==> src/rtl/flash_scheduler_if.sv <==
// Request/flasher-side bus of flash_scheduler: the requester handshake and the
// flasher LED/flick/step_en wiring.
interface flash_scheduler_if;
  logic [1:0]  req;
  logic [3:0]  rep0;
  logic [3:0]  rep1;
  logic [15:0] led;
  logic [1:0]  gnt;
  logic        step_en;
  logic        flick;
  logic        busy;
  logic        done;
  logic        done_id;
  logic        err;
  logic [3:0]  pass_cnt;

  modport master (
    output req, rep0, rep1, led,
    input  gnt, step_en, flick, busy, done, done_id, err, pass_cnt
  );

  modport slave (
    input  req, rep0, rep1, led,
    output gnt, step_en, flick, busy, done, done_id, err, pass_cnt
  );
endinterface

==> src/rtl/flash_scheduler.sv <==
// Shares one bound flasher between two round-robin requesters: prescaled step
// enable, pass launch via flick, and pass counting from the flasher LED bus.
module flash_scheduler #(
  parameter int PRESCALE   = 4,
  parameter int REST_TICKS = 3,
  parameter int START_TMO  = 4
) (
  input logic              clk,
  input logic              rst,
  flash_scheduler_if.slave bus
);
  typedef enum logic [1:0] {S_IDLE, S_START, S_RUN, S_DONE} state_t;

  localparam logic [7:0]  PS_MAX   = 8'(PRESCALE - 1);
  localparam logic [7:0]  REST_MAX = 8'(REST_TICKS);
  localparam logic [7:0]  TMO_MAX  = 8'(START_TMO);
  localparam logic [15:0] LED_REST = 16'h0001;
  localparam logic [15:0] LED_FULL = 16'hFFFF;

  state_t      state_q, state_d;
  logic [7:0]  cnt_q, cnt_d;
  logic        step_en_q, step_en_d;
  logic [1:0]  gnt_q, gnt_d;
  logic        flick_q, flick_d;
  logic        busy_q, busy_d;
  logic        done_q, done_d;
  logic        done_id_q, done_id_d;
  logic        err_q, err_d;
  logic [3:0]  pass_cnt_q, pass_cnt_d;
  logic [3:0]  rem_q, rem_d;
  logic        last_q, last_d;
  logic        owner_q, owner_d;
  logic        have_ref_q, have_ref_d;
  logic        seen_full_q, seen_full_d;
  logic [7:0]  tmo_q, tmo_d;
  logic [7:0]  rest_run_q, rest_run_d;
  logic [15:0] led_ref_q, led_ref_d;
  logic        grant_id;
  logic [3:0]  rep_sel;
  logic [7:0]  tmo_inc, rest_inc;
  logic        tick;

  assign tick = step_en_q;

  always_comb begin
    cnt_d       = (cnt_q == PS_MAX) ? 8'd0 : cnt_q + 8'd1;
    step_en_d   = (cnt_d == PS_MAX);
    state_d     = state_q;
    gnt_d       = 2'b00;
    done_d      = 1'b0;
    err_d       = 1'b0;
    done_id_d   = done_id_q;
    pass_cnt_d  = pass_cnt_q;
    rem_d       = rem_q;
    last_d      = last_q;
    owner_d     = owner_q;
    have_ref_d  = have_ref_q;
    seen_full_d = seen_full_q;
    tmo_d       = tmo_q;
    rest_run_d  = rest_run_q;
    led_ref_d   = led_ref_q;
    grant_id    = 1'b0;
    rep_sel     = 4'd0;
    tmo_inc     = tmo_q + 8'd1;
    rest_inc    = rest_run_q + 8'd1;

    unique case (state_q)
      S_IDLE: begin
        // The cycle right after done is skipped so busy drops before a new grant.
        if (bus.req != 2'b00 && !done_q) begin
          grant_id    = (bus.req == 2'b11) ? ~last_q : bus.req[1];
          rep_sel     = grant_id ? bus.rep1 : bus.rep0;
          gnt_d       = grant_id ? 2'b10 : 2'b01;
          owner_d     = grant_id;
          rem_d       = (rep_sel == 4'd0) ? 4'd1 : rep_sel;
          pass_cnt_d  = 4'd0;
          have_ref_d  = 1'b0;
          tmo_d       = 8'd0;
          seen_full_d = 1'b0;
          rest_run_d  = 8'd0;
          state_d     = S_START;
        end
      end
      S_START: begin
        if (tick) begin
          if (have_ref_q && bus.led != led_ref_q) begin
            seen_full_d = 1'b0;
            rest_run_d  = 8'd0;
            state_d     = S_RUN;
          end else begin
            if (!have_ref_q) begin
              led_ref_d  = bus.led;
              have_ref_d = 1'b1;
            end
            tmo_d = tmo_inc;
            if (tmo_inc == TMO_MAX) begin
              err_d   = 1'b1;
              state_d = S_IDLE;
            end
          end
        end
      end
      S_RUN: begin
        if (tick) begin
          if (bus.led == LED_FULL) seen_full_d = 1'b1;
          if (bus.led == LED_REST) begin
            if (rest_inc == REST_MAX && seen_full_q) begin
              pass_cnt_d  = pass_cnt_q + 4'd1;
              rem_d       = rem_q - 4'd1;
              seen_full_d = 1'b0;
              rest_run_d  = 8'd0;
              have_ref_d  = 1'b0;
              tmo_d       = 8'd0;
              state_d     = (rem_q == 4'd1) ? S_DONE : S_START;
            end else begin
              rest_run_d = rest_inc;
            end
          end else begin
            rest_run_d = 8'd0;
          end
        end
      end
      S_DONE: begin
        done_d    = 1'b1;
        done_id_d = owner_q;
        last_d    = owner_q;
        state_d   = S_IDLE;
      end
      default: state_d = S_IDLE;
    endcase

    flick_d = (state_d == S_START);
    busy_d  = (state_d != S_IDLE) || done_d;
  end

  always_ff @(posedge clk or negedge rst) begin
    if (!rst) begin
      state_q     <= S_IDLE;
      cnt_q       <= 8'd0;
      step_en_q   <= 1'b0;
      gnt_q       <= 2'b00;
      flick_q     <= 1'b0;
      busy_q      <= 1'b0;
      done_q      <= 1'b0;
      done_id_q   <= 1'b0;
      err_q       <= 1'b0;
      pass_cnt_q  <= 4'd0;
      rem_q       <= 4'd0;
      last_q      <= 1'b1;
      owner_q     <= 1'b0;
      have_ref_q  <= 1'b0;
      seen_full_q <= 1'b0;
      tmo_q       <= 8'd0;
      rest_run_q  <= 8'd0;
    end else begin
      state_q     <= state_d;
      cnt_q       <= cnt_d;
      step_en_q   <= step_en_d;
      gnt_q       <= gnt_d;
      flick_q     <= flick_d;
      busy_q      <= busy_d;
      done_q      <= done_d;
      done_id_q   <= done_id_d;
      err_q       <= err_d;
      pass_cnt_q  <= pass_cnt_d;
      rem_q       <= rem_d;
      last_q      <= last_d;
      owner_q     <= owner_d;
      have_ref_q  <= have_ref_d;
      seen_full_q <= seen_full_d;
      tmo_q       <= tmo_d;
      rest_run_q  <= rest_run_d;
    end
  end

  // Reference pattern is only meaningful once have_ref_q is set.
  always_ff @(posedge clk) begin
    led_ref_q <= led_ref_d;
  end

  assign bus.gnt      = gnt_q;
  assign bus.step_en  = step_en_q;
  assign bus.flick    = flick_q;
  assign bus.busy     = busy_q;
  assign bus.done     = done_q;
  assign bus.done_id  = done_id_q;
  assign bus.err      = err_q;
  assign bus.pass_cnt = pass_cnt_q;
endmodule

==> src/flat_wrapper.sv <==
// flat-port wrapper written by rule: the top's interface ports become plain ports
module flash_scheduler_flat 
#(
  parameter int PRESCALE   = 4,
  parameter int REST_TICKS = 3,
  parameter int START_TMO  = 4
)
  (clk, rst, bus_req, bus_rep0, bus_rep1, bus_led, bus_gnt, bus_step_en, bus_flick, bus_busy, bus_done, bus_done_id, bus_err, bus_pass_cnt);
  flash_scheduler_if bus_i ();
  input logic clk;
  input logic rst;
  input wire logic [$bits(bus_i.req)-1:0] bus_req;
  input wire logic [$bits(bus_i.rep0)-1:0] bus_rep0;
  input wire logic [$bits(bus_i.rep1)-1:0] bus_rep1;
  input wire logic [$bits(bus_i.led)-1:0] bus_led;
  output wire logic [$bits(bus_i.gnt)-1:0] bus_gnt;
  output wire logic [$bits(bus_i.step_en)-1:0] bus_step_en;
  output wire logic [$bits(bus_i.flick)-1:0] bus_flick;
  output wire logic [$bits(bus_i.busy)-1:0] bus_busy;
  output wire logic [$bits(bus_i.done)-1:0] bus_done;
  output wire logic [$bits(bus_i.done_id)-1:0] bus_done_id;
  output wire logic [$bits(bus_i.err)-1:0] bus_err;
  output wire logic [$bits(bus_i.pass_cnt)-1:0] bus_pass_cnt;
  assign bus_i.req = bus_req;
  assign bus_i.rep0 = bus_rep0;
  assign bus_i.rep1 = bus_rep1;
  assign bus_i.led = bus_led;
  assign bus_gnt = bus_i.gnt;
  assign bus_step_en = bus_i.step_en;
  assign bus_flick = bus_i.flick;
  assign bus_busy = bus_i.busy;
  assign bus_done = bus_i.done;
  assign bus_done_id = bus_i.done_id;
  assign bus_err = bus_i.err;
  assign bus_pass_cnt = bus_i.pass_cnt;
  flash_scheduler #(.PRESCALE(PRESCALE), .REST_TICKS(REST_TICKS), .START_TMO(START_TMO)) u_core (.clk(clk), .rst(rst), .bus(bus_i));
endmodule
==> config.mk <==
export PLATFORM = sky130hd
export DESIGN_NAME = flash_scheduler_flat
export DESIGN_NICKNAME = d
export VERILOG_FILES = /design/src/rtl/flash_scheduler_if.sv /design/src/rtl/flash_scheduler.sv /design/src/flat_wrapper.sv
export SDC_FILE = /design/constraint.sdc
export NUM_CORES = 1
export LEC_CHECK = 0
export CAP_MARGIN = 10
export CELL_PAD_IN_SITES_DETAIL_PLACEMENT = 2
export CELL_PAD_IN_SITES_GLOBAL_PLACEMENT = 2
export CORE_ASPECT_RATIO = 0.6
export CORE_UTILIZATION = 38
export CTS_CLUSTER_DIAMETER = 50
export DETAILED_ROUTE_END_ITERATION = 12
export PLACE_DENSITY_LB_ADDON = 0.1
export SLEW_MARGIN = 20
export SYNTH_ARGS = -nofsm -noshare
export SYNTH_HDL_FRONTEND = slang
export SYNTH_SLANG_ARGS = --single-unit
==> constraint.sdc <==
create_clock -name clk -period 5.46 [get_ports clk]
set_clock_uncertainty 0.1 [all_clocks]
set_input_delay 1.638 -clock clk [delete_from_list [all_inputs] [get_ports clk]]
set_output_delay 1.638 -clock clk [all_outputs]
set_load 0.05 [all_outputs]
==> summary.md <==
| Metric | Value |
|---|---|
| Outcome | `finished clean` |
| Fill cells | `832` |
| Fmax | `240 MHz` |
| Synth Flop Type | `dfrtp_1` |
| Detailed Place HPWL | `6610 um` |
| CORE AREA | `8040 sq um` |
| Clk_lat worst skew | `0.34 ns` |
| Starting Density | `39.9%` |
| Setup TNS | `0 ns` |
| Final setup vio count | `0` |
| Worst-path clk slew | `0.05 ns` |
| Layout area overhead | `23.9%` |
| Layout Nets | `385` |
| P per Cell Area | `385 nW/um^2` |
| Routed wire per std cell | `20.7 um` |
| Final GP Congestion | `0.734` |
| Cts hold-fix bufs | `0` |
| TritonCTS clock tree | `done` |
| Arrival @ worst endpoint | `4.29 ns` |
| Initial antenna violation count | `0` |
| Syn Area/Cell | `10.4 sq um` |
| Post-synthesis register bit count | `62` |
| I/O pin count | `40` |
| Critical Path RT | `5.57 ns` |
| DR pass1 iterations | `4` |
| Crit share post-route | `76.5%` |
| Crit Path Class | `input pin to flop` |
| First-pass GRT wire length | `15,200 um` |
| Die width | `121 um` |
| Pre-CTS setup slack | `1.08 ns` |
| DR iter-0 viols | `152` |
| Max-slew headroom | `42.4%` |
| Slew Viols, Final | `0` |
| Max_cap viols | `0` |
| Die H | `73.2 um` |
| Post-route ant nets | `0` |
| Pin count of the biggest net entering global routing | `47` |
| Netlist Area Pre-Place | `3210 sq um` |
| CTS root buffer | `clkbuf_16` |
| Ys Warns | `0` |
| Peak VDD IR | `0.000216 V` |
| Netlist cell types | `50` |
| Clk sinks | `62` |
| IO buf count | `39` |
| Ys async rst share | `74.2%` |
| Slew @ Worst Pin | `0.859 ns` |
| Worst r2r path cells | `7` |
| Synthesized net count | `345` |
| Final hold vios | `0` |
| H-tree Lvls | `3` |
| Hold Path Cell Cnt | `1` |
| Vias | `2,622` |
| Post-CTS setup buffers | `0` |
| DRC viols | `0` |
| Overflow after GRT | `0` |
| Sequential-to-total area share from yosys stat | `50.9%` |
| Mean number of vias per cell | `5.68` |
| Total GRT Usage | `23.6%` |
| Worst setup EP type | `flop` |
| Final min period | `4.17 ns` |
| Pleak | `0.00164 uW` |
| Setup crit start kind | `input pin` |
| CTS max path bufs | `2` |
| Vias in the first global route | `2,825` |
| Core Rows | `25` |
| Syn Inst Count | `309` |
| Number of clock buffers inserted by TritonCTS | `9` |
| Final WL | `9560 um` |
| Layout cell share with drive strength beyond 1 | `6.50%` |
| Min-delay worst type | `flop to flop` |
| Post-synth EDFFs | `16` |
| Ant. Diodes | `0` |
| Crit path max fanout | `11` |
| Resized Gates After CTS | `0` |
| Setup slack after layout | `1.29 ns` |
| DIE AREA | `8830 sq um` |
| RSZ-0062 raised after global routing | `false` |
==> worst paths after layout <==
check	from	slack (ns)	endpoint
setup / recovery	bus_led[15]	1.29	u_core.seen_full_q$_DFFE_PN0P_
hold / removal	u_core.cnt_q[7]$_DFF_PN0_	0.39	u_core.cnt_q[7]$_DFF_PN0_
setup reg to reg	u_core.rest_run_q[0]$_DFFE_PN0P_	2.21	u_core.tmo_q[6]$_DFFE_PN0P_
hold reg to reg	u_core.cnt_q[7]$_DFF_PN0_	0.39	u_core.cnt_q[7]$_DFF_PN0_
max in group asynchronous	rst	3.62	u_core.bus.step_en$_DFF_PN0_
min in group asynchronous	rst	1.22	u_core.cnt_q[7]$_DFF_PN0_
==> cell families (layout without fill, tap and decap cells) <==
family,after synthesis,count (layout),synth area share [%]
xor gates and xnor gates,24,24,6.55
buffers and inverters,23,68,2.77
muxes,5,5,1.68
adders and majority gates,8,8,3.12
and+or+nand+nor,130,130,22.0
DFF,62,62,50.9
AOI/OAI and AO/OA,57,57,13.0
==> sequential cells by signal, summed over array words and instances, names as in the netlist <==
name,count
u_core.led_ref_q,16
u_core.cnt_q,8
u_core.rest_run_q,8
u_core.tmo_q,8
u_core.bus.pass_cnt,4
u_core.rem_q,4
u_core.bus.gnt,2
u_core.state_q,2
u_core.bus.busy,1
u_core.bus.done,1
u_core.bus.done_id,1
u_core.bus.err,1
u_core.bus.flick,1
u_core.bus.step_en,1
u_core.have_ref_q,1
u_core.last_q,1
u_core.owner_q,1
u_core.seen_full_q,1
==> stage by stage <==
stage	power, uW	hold slack, ns	cell area [sq um]	utilization [%]	cells
6_report	1530	0.388	3980	49.5	462
5_1_grt	1600	0.390	3980	49.5	462
4_1_cts	1550	0.386	3980	49.4	462
3_5_place_dp	980	0.362	3700	46.0	446
3_3_place_gp	963	0.361	3700	46.0	446
2_1_floorplan	831	0.342	3210	-	309
==> routing by layer <==
metal	up-vias	global-route usage, %	wire [um]
li1	1223	-	-
met4	0	5.62	89
met3	9	7.19	363
met1	1344	30.6	4580
met5	-	0	0
met2	46	38.9	4530
==> worst max-delay path, stage by stage <==
cell and delay [ns]:
clkdlybuf4s50_1 0.50, xnor2_1 0.26, nand4_1 0.14, o41a_1 0.62, o21ai_1 0.75, nor2_1 0.15
o22a_1 0.24
==> report_power, final <==
part	internal (uW)	switching, uW	total, uW
Sequential	535	49.6	585
Clock	352	197	549
Combinational	144	256	399
==> synthesized netlist by cell type, types with 9 or more instances <==
master     n  area share, %
dfrtp_1   45             35
nand2_1   22            2.6
nor2_1    22            2.6
xnor2_1   20            5.5
edfxtp_1  16             15
nand3_1   16            2.5
o21ai_1   14            2.2
nand4_1   12            2.3
inv_1     11            1.3
nor3_1    10            1.6
and3_1     9            1.8
clkbuf_1   9            1.1
nor4_1     9            1.8
==> layout by cell type (no fill, tap or decap), drive strengths merged, types with 9 or more instances in the layout <==
| master | n |
|---|---|
| a21oi | 9 |
| and3 | 9 |
| clkbuf | 14 |
| clkdlybuf4s50 | 38 |
| dfrtp | 45 |
| edfxtp | 16 |
| inv | 11 |
| nand2 | 22 |
| nand3 | 16 |
| nand4 | 12 |
| nor2 | 22 |
| nor3 | 10 |
| nor4 | 9 |
| o21ai | 17 |
| xnor2 | 20 |
==> final cells by class <==
type,instances,area [sq um],share of cell area (%)
well taps,108,135,3.40
multi-input cells,224,1490,37.4
inverters,11,41.3,1.04
repair buffers,41,403,10.1
clock inverters,2,33.8,0.849
flip-flops and latches,62,1630,41.1
clock buffers,14,244,6.13
Note: power is estimated with default switching activity, not from simulation.
